<file path="src/rtl/twiddle_mult_pkg.sv">
// Shared FFT definitions: data width defaults, rounding/saturation helpers, twiddle ROM.
// Latency: none (pure constants and combinational functions).
// Backpressure: not applicable.
package twiddle_mult_pkg;

    localparam int FFT_WIDTH = 16;   // Q1.15 data path
    localparam int FFT_LOG_N = 6;    // 64-point stage
    localparam int TW_W      = 16;   // twiddle table is stored as Q1.15
    localparam int TW_AW     = 6;    // table covers W64^0 .. W64^63

    typedef struct packed {
        logic [TW_W-1:0] re;
        logic [TW_W-1:0] im;
    } tw_t;

    // Half-LSB rounding bias applied before the Q1.15 renormalising shift.
    function automatic longint rnd_const(input int w);
        return longint'(1) << (w - 2);
    endfunction

    function automatic longint sat_max(input int w);
        return (longint'(1) << (w - 1)) - 1;
    endfunction

    function automatic longint sat_min(input int w);
        return -(longint'(1) << (w - 1));
    endfunction

    // round(sin(i*pi/32) * 2^15) for i = 0..16; entry 16 is the unsaturated +1.0
    // so that its negation lands exactly on 0x8000.
    function automatic logic signed [TW_W:0] quarter_sin(input logic [4:0] i);
        logic signed [TW_W:0] v;
        case (i)
            5'd0:    v = 17'sd0;
            5'd1:    v = 17'sd3212;
            5'd2:    v = 17'sd6393;
            5'd3:    v = 17'sd9512;
            5'd4:    v = 17'sd12540;
            5'd5:    v = 17'sd15447;
            5'd6:    v = 17'sd18205;
            5'd7:    v = 17'sd20788;
            5'd8:    v = 17'sd23170;
            5'd9:    v = 17'sd25330;
            5'd10:   v = 17'sd27246;
            5'd11:   v = 17'sd28899;
            5'd12:   v = 17'sd30274;
            5'd13:   v = 17'sd31357;
            5'd14:   v = 17'sd32138;
            5'd15:   v = 17'sd32610;
            5'd16:   v = 17'sd32768;
            default: v = 17'sd0;
        endcase
        return v;
    endfunction

    function automatic logic [TW_W-1:0] sat_tw(input logic signed [TW_W:0] v);
        logic [TW_W-1:0] r;
        if (v > 17'sd32767) r = 16'h7FFF;
        else                r = v[TW_W-1:0];
        return r;
    endfunction

    // W64^k = cos(2*pi*k/64) - j*sin(2*pi*k/64), built from one quarter wave.
    // Address 0 holds 0 because +1.0 is not representable; the multiplier
    // bypasses that address instead.
    function automatic tw_t tw_rom(input logic [TW_AW-1:0] k);
        tw_t                  t;
        logic [4:0]           up;
        logic [4:0]           dn;
        logic signed [TW_W:0] s_up;
        logic signed [TW_W:0] s_dn;
        up   = {1'b0, k[3:0]};
        dn   = 5'd16 - up;
        s_up = quarter_sin(up);
        s_dn = quarter_sin(dn);
        case (k[5:4])
            2'd0:    begin t.re = sat_tw(s_dn);  t.im = sat_tw(-s_up); end
            2'd1:    begin t.re = sat_tw(-s_up); t.im = sat_tw(-s_dn); end
            2'd2:    begin t.re = sat_tw(-s_dn); t.im = sat_tw(s_up);  end
            default: begin t.re = sat_tw(s_up);  t.im = sat_tw(s_dn);  end
        endcase
        if (k == '0) t = '0;
        return t;
    endfunction

endpackage

</file>
<file path="src/rtl/twiddle_mult_tw.sv">
// Twiddle table: W64^addr in Q1.15, scaled to WIDTH (WIDTH >= 16).
// Latency: 1 cycle when TW_FF=1, combinational when TW_FF=0.
// Backpressure: none; a new address is looked up every cycle.
// Ports: clock; addr (6-bit table index); tw_re/tw_im (twiddle real/imag).
module twiddle_mult_tw
    import twiddle_mult_pkg::*;
#(
    parameter int TW_FF = 1,
    parameter int WIDTH = FFT_WIDTH
) (
    input  logic             clock,
    input  logic [TW_AW-1:0] addr,
    output logic [WIDTH-1:0] tw_re,
    output logic [WIDTH-1:0] tw_im
);

    localparam int SH = WIDTH - TW_W;

    tw_t              rom;
    logic [WIDTH-1:0] re_w;
    logic [WIDTH-1:0] im_w;

    assign rom  = tw_rom(addr);
    assign re_w = WIDTH'($signed(rom.re)) <<< SH;
    assign im_w = WIDTH'($signed(rom.im)) <<< SH;

    if (TW_FF != 0) begin : g_ff
        always_ff @(posedge clock) begin
            tw_re <= re_w;
            tw_im <= im_w;
        end
    end else begin : g_comb
        assign tw_re = re_w;
        assign tw_im = im_w;
    end

endmodule

</file>
<file path="src/rtl/twiddle_mult.sv">
// FFT stage twiddle multiplier: do = di * W64^tw_addr with Q1.15 rounding and saturation.
// Latency: 3 clocks (table/align register, product register, result register).
// Backpressure: none; pipeline advances every clock, di_en gaps pass through as do_en gaps.
// Ports: clock, reset_n (async, active low); di_en/di_re/di_im in; do_en/do_re/do_im out.
module twiddle_mult
    import twiddle_mult_pkg::*;
#(
    parameter int LOG_N = FFT_LOG_N,
    parameter int WIDTH = FFT_WIDTH
) (
    input  logic             clock,
    input  logic             reset_n,
    input  logic             di_en,
    input  logic [WIDTH-1:0] di_re,
    input  logic [WIDTH-1:0] di_im,
    output logic             do_en,
    output logic [WIDTH-1:0] do_re,
    output logic [WIDTH-1:0] do_im
);

    localparam int PW  = 2 * WIDTH + 1;   // full-precision a*c - b*d
    localparam int PW1 = PW + 1;          // headroom for the rounding add
    localparam int IW  = LOG_N - 2;

    localparam logic signed [PW1-1:0] RND    = PW1'(rnd_const(WIDTH));
    localparam logic signed [PW1-1:0] SAT_HI = PW1'(sat_max(WIDTH));
    localparam logic signed [PW1-1:0] SAT_LO = PW1'(sat_min(WIDTH));

    // ---------------- stage 0: sample counter and twiddle address
    logic [5:0]       cnt;
    logic [IW-1:0]    idx;
    logic [1:0]       rev;
    logic [TW_AW-1:0] tw_addr;

    // The two stage-select bits are swapped (bit-reversed) before forming the
    // exponent; smaller stages are stretched onto the 64-entry table.
    assign idx     = cnt[LOG_N-3:0];
    assign rev     = {cnt[LOG_N-2], cnt[LOG_N-1]};
    assign tw_addr = TW_AW'((TW_AW'(idx) * TW_AW'(rev)) << (6 - LOG_N));

    always_ff @(posedge clock or negedge reset_n) begin
        if (!reset_n)   cnt <= '0;
        else if (di_en) cnt <= cnt + 6'd1;
    end

    // ---------------- stage 1: twiddle lookup and matching data delay
    logic [WIDTH-1:0] tw_re;
    logic [WIDTH-1:0] tw_im;
    logic             en1;
    logic             zero1;
    logic [WIDTH-1:0] re1;
    logic [WIDTH-1:0] im1;

    twiddle_mult_tw #(
        .TW_FF (1),
        .WIDTH (WIDTH)
    ) u_tw (
        .clock (clock),
        .addr  (tw_addr),
        .tw_re (tw_re),
        .tw_im (tw_im)
    );

    always_ff @(posedge clock or negedge reset_n) begin
        if (!reset_n) begin
            en1   <= 1'b0;
            zero1 <= 1'b0;
            re1   <= '0;
            im1   <= '0;
        end else begin
            en1   <= di_en;
            zero1 <= (tw_addr == '0);
            re1   <= di_re;
            im1   <= di_im;
        end
    end

    // ---------------- stage 2: full-precision complex products
    logic signed [PW-1:0] ax, bx, cx, dx;
    logic signed [PW-1:0] mul_re, mul_im;
    logic signed [PW-1:0] p_re, p_im;
    logic                 en2;
    logic                 zero2;
    logic [WIDTH-1:0]     re2;
    logic [WIDTH-1:0]     im2;

    assign ax     = PW'($signed(re1));
    assign bx     = PW'($signed(im1));
    assign cx     = PW'($signed(tw_re));
    assign dx     = PW'($signed(tw_im));
    assign mul_re = ax * cx - bx * dx;
    assign mul_im = ax * dx + bx * cx;

    always_ff @(posedge clock or negedge reset_n) begin
        if (!reset_n) begin
            p_re  <= '0;
            p_im  <= '0;
            en2   <= 1'b0;
            zero2 <= 1'b0;
            re2   <= '0;
            im2   <= '0;
        end else begin
            p_re  <= mul_re;
            p_im  <= mul_im;
            en2   <= en1;
            zero2 <= zero1;
            re2   <= re1;
            im2   <= im1;
        end
    end

    // ---------------- stage 3: round, saturate or bypass; hold when idle
    function automatic logic [WIDTH-1:0] rnd_sat(input logic signed [PW-1:0] p);
        logic signed [PW1-1:0] s;
        logic [WIDTH-1:0]      r;
        s = (PW1'(p) + RND) >>> (WIDTH - 1);
        if (s > SAT_HI)      r = SAT_HI[WIDTH-1:0];
        else if (s < SAT_LO) r = SAT_LO[WIDTH-1:0];
        else                 r = s[WIDTH-1:0];
        return r;
    endfunction

    always_ff @(posedge clock or negedge reset_n) begin
        if (!reset_n) begin
            do_en <= 1'b0;
            do_re <= '0;
            do_im <= '0;
        end else begin
            do_en <= en2;
            if (en2) begin
                do_re <= zero2 ? re2 : rnd_sat(p_re);
                do_im <= zero2 ? im2 : rnd_sat(p_im);
            end
        end
    end

endmodule

</file>
<file path="config.mk">
export PLATFORM = sky130hd
export DESIGN_NAME = twiddle_mult
export DESIGN_NICKNAME = d
export VERILOG_FILES = /design/src/rtl/twiddle_mult_pkg.sv /design/src/rtl/twiddle_mult_tw.sv /design/src/rtl/twiddle_mult.sv
export SDC_FILE = /design/constraint.sdc
export NUM_CORES = 2
export LEC_CHECK = 0
export BUFFER_PORTS_ARGS = -buffer_cell sky130_fd_sc_hd__buf_2
export CAP_MARGIN = 10
export CORE_UTILIZATION = 50
export DETAILED_ROUTE_END_ITERATION = 10
export PLACE_DENSITY = 0.66
export SYNTH_ARGS = -nofsm -noshare
export SYNTH_HDL_FRONTEND = slang
export SYNTH_SLANG_ARGS = --single-unit
</file>
<file path="constraint.sdc">
create_clock -name clock -period 10.55 [get_ports clock]
set_clock_uncertainty 0.05 [all_clocks]
set_input_delay 2.11 -clock clock [delete_from_list [all_inputs] [get_ports clock]]
set_output_delay 2.11 -clock clock [all_outputs]
set_load 0.005 [all_outputs]
</file>
==> results.cfg <==
[placement]
placedCellCount = 6248
place.port_buffers = 67
hpwl_mm = 94.5
place_congestion = 0.939

[flow_run]
max-cap-violations = 0

[route]
count_of_antenna_violating_nets_left_after_detailed_routing = 0
post_dr_vias_cell = 5.23
route.final.wire_length_mm = 117
detail_route.iter0.violations = 1853
avgRoutedWirePerCell_um = 18.7
drt_pre_antenna_iters = 5
total_vias_in_the_final_route = 32900
route.detailed.drc = 0

[timing]
timing_max_transition_violations_final = 0
grt_setup_unrepaired = false
setup_viol_count_final = 0
timing_worst_slew_pin_value_ns = 1.10
layout_min_cycle_time_ns = 8.89
slew_headroom = 0.269
hold_vio_cnt_final = 0
setup_tns_ns = 0
achievable-frequency_ghz = 0.112
final_period_utilization = 0.843

[worst_setup_path]
timing_worst_setup_path_type = reg2reg
timing.critical_path.from = re1[8]
rrSetupSlack_ns = 1.66
rr_startpoint = re1[8]
startpoint_type = flop
crit_fanout = 19
cp-endpoint = p_re[32]
timing.critical_path.buf_inv = 7
worst_path_max_delay_cell = sky130_fd_sc_hd__dfrtp_1
number_of_cells_traversed_by_the_worst_register_to_register_path = 25
worst-path-stages = 25
critical-path-top-delay-family = adder cells
cp_required_ns = 10.87
timing.critical_path.arrival_ns = 9.21
cell_with_the_most_instances_on_the_worst_path = sky130_fd_sc_hd__fa_1
max_stage_delay_ns = 0.92
worst_r2r_endpoint = p_re[32]
endpoint_kind = flop

[yosys]
async_reset_ff_frac = 0.819
synth_enable_flop_cells = 0
postSynth.topFlopCell = sky130_fd_sc_hd__dfrtp_1
synthCells = 5060
yosys_reg_bits = 177
synthesis.nets = 6589
mappedNetlistArea_um2 = 47900
synth_cell_types = 87
synth.yosys.seq_area_share = 0.0890
synth.avg_cell_area_um2 = 9.48
yosys_warnings = 0

[finish]
antennaDiodeCount = 0
commonest_non_fill_non_tap_cells_in_the_layout = 1284 x sky130_fd_sc_hd__inv_1, 1173 x sky130_fd_sc_hd__fa_1, 566 x sky130_fd_sc_hd__nand2_1
layout.nets = 6531
area_delta_synth_final_pct = 4.95
regArea_um2 = 4280
filler_cell_count = 8831
final_common_cell = sky130_fd_sc_hd__inv_1
area_of_the_multi_input_gates_um2 = 37900
final-instance-count-excl-fill = 6280
post_route_cells_drive_above_1_share = 0.0489

[min_path]
min_path_type = reg2reg
timing.hold.worst.start = zero1

[grt]
track_usage = 0.260
first_global_vias = 36100
grt_antenna_before_repair = 2
maximum_number_of_pins_on_one_net_before_global_route_repair = 83
global_route.overflow_total = 0
grt_first_pass_wirelength_mm = 197

[cts]
max_h_tree_level = 4
numClockSinks = 177
post_cts.repair.setup_buffers = 0
clock_path_buffers = 2
insertion_delay_ns = 0.51
cts_hold_repair.buffers = 0
post_cts.resized_instances = 0
number_of_buffers_added_by_the_clock_tree_synthesis_step = 17
clock_tree.root_cell = sky130_fd_sc_hd__clkbuf_16
clock_tree_from_tritoncts = built
clkTransAtPathRegs_ns = 0.09

[floorplanning]
chipWidth_um = 312
io-pin-count = 68
fp.coreArea_um2 = 95000
area_of_the_die_um2 = 97100
die_h_um = 312
num_rows = 113
initial_standard_cell_utilization_of_the_core = 0.505

[status]
status = finished clean
## cell type report
| type | instances | area share |
|---|---|---|
| Clock buffer | 17 | 0.00845 |
| Clock inverter | 15 | 0.00448 |
| Inverter | 1286 | 0.0959 |
| Multi-Input combinational cell | 3358 | 0.754 |
| Sequential cell | 177 | 0.0850 |
| Tap cell | 1265 | 0.0315 |
| Timing Repair Buffer | 162 | 0.0210 |
## state kept, by name, summed over array words and instances, names as in the netlist
| register | flops |
|---|---|
| p_re | 19 |
| cnt | 6 |
| en2 | 1 |
| p_im | 19 |
| u_tw.tw_im | 16 |
| do_im | 16 |
| im1 | 16 |
| en1 | 1 |
| do_re | 16 |
| do_en | 1 |
| im2 | 16 |
| re1 | 16 |
| zero2 | 1 |
| u_tw.tw_re | 16 |
| re2 | 16 |
| zero1 | 1 |
## synth_stat cells (20+ instances only)
| library cell | count | area, um^2 |
|---|---|---|
| sky130_fd_sc_hd__a21oi_1 | 69 | 345 |
| sky130_fd_sc_hd__nand3_1 | 51 | 255 |
| sky130_fd_sc_hd__fa_1 | 1173 | 23500 |
| sky130_fd_sc_hd__nand2b_1 | 59 | 369 |
| sky130_fd_sc_hd__clkbuf_1 | 223 | 837 |
| sky130_fd_sc_hd__ha_1 | 321 | 4020 |
| sky130_fd_sc_hd__nor2_1 | 121 | 454 |
| sky130_fd_sc_hd__nand2_1 | 566 | 2120 |
| sky130_fd_sc_hd__dfrtp_1 | 145 | 3630 |
| sky130_fd_sc_hd__xor2_1 | 40 | 350 |
| sky130_fd_sc_hd__a21o_1 | 20 | 150 |
| sky130_fd_sc_hd__inv_1 | 1284 | 4820 |
| sky130_fd_sc_hd__o21ai_0 | 111 | 556 |
| sky130_fd_sc_hd__and2_1 | 491 | 3070 |
| sky130_fd_sc_hd__xnor2_1 | 82 | 718 |
| sky130_fd_sc_hd__nor2b_1 | 20 | 125 |
| sky130_fd_sc_hd__nor3_1 | 22 | 110 |
| sky130_fd_sc_hd__dfxtp_1 | 32 | 641 |
## worst reg2reg max path: stages (launching register included)
cell,delay [ns]
sky130_fd_sc_hd__dfrtp_1,0.92
sky130_fd_sc_hd__buf_4,0.44
sky130_fd_sc_hd__nand2_1,0.13
sky130_fd_sc_hd__fa_1,0.51
sky130_fd_sc_hd__fa_1,0.50
sky130_fd_sc_hd__inv_1,0.05
sky130_fd_sc_hd__fa_1,0.47
sky130_fd_sc_hd__inv_1,0.05
sky130_fd_sc_hd__fa_1,0.53
sky130_fd_sc_hd__inv_1,0.05
sky130_fd_sc_hd__fa_1,0.48
sky130_fd_sc_hd__fa_1,0.50
sky130_fd_sc_hd__fa_1,0.49
sky130_fd_sc_hd__inv_1,0.05
sky130_fd_sc_hd__fa_1,0.47
sky130_fd_sc_hd__inv_1,0.04
sky130_fd_sc_hd__ha_1,0.28
sky130_fd_sc_hd__nand3_1,0.12
sky130_fd_sc_hd__nor4_1,0.36
sky130_fd_sc_hd__o311ai_0,0.20
sky130_fd_sc_hd__buf_4,0.21
sky130_fd_sc_hd__a311oi_1,0.52
sky130_fd_sc_hd__o21ai_0,0.37
sky130_fd_sc_hd__a311oi_1,0.62
sky130_fd_sc_hd__a311oi_1,0.21
sky130_fd_sc_hd__xnor2_1,0.16
## cell families (layout without fill, tap and decap cells)
kind of cell / after synthesis / in the layout / share of synthesized area
compound gates: 335 / 335 / 0.0459
xor+xnor: 123 / 123 / 0.0226
fa+ha+maj: 1494 / 1494 / 0.574
buf+inv: 1525 / 1480 / 0.120
flops: 177 / 177 / 0.0890
mux: 13 / 13 / 0.00355
simple gates: 1393 / 1393 / 0.145
## worst min path at each step
stage | end | cells past startpoint
3_3_place_gp | en2 | 0
3_5_place_dp | zero2 | 0
5_1_grt | zero2 | 0
6_report | zero2 | 0
2_1_floorplan | en2 | 0
4_1_cts | zero2 | 0
## stage by stage
stage | hold WS, ns | util | setup WS, ns | area [um^2]
6_report | 0.305 | 0.530 | 1.66 | 50300
5_1_grt | 0.316 | 0.530 | 1.28 | 50300
4_1_cts | 0.307 | 0.530 | 1.70 | 50300
3_5_place_dp | 0.287 | 0.523 | 1.80 | 49700
3_3_place_gp | 0.285 | 0.523 | 1.90 | 49700
2_1_floorplan | 0.281 | - | 2.74 | 47900
## metal layers
metal	up-vias	share of wire	global-route usage
met3	172	0.049	0.0254
met5	-	0.00010	0
met2	909	0.50	0.444
met1	17200	0.41	0.346
li1	14600	-	-
met4	2	0.038	0.0910
Power is not shown: default switching activity piles up to over one toggle a cycle in this logic, so the estimate is an artifact.
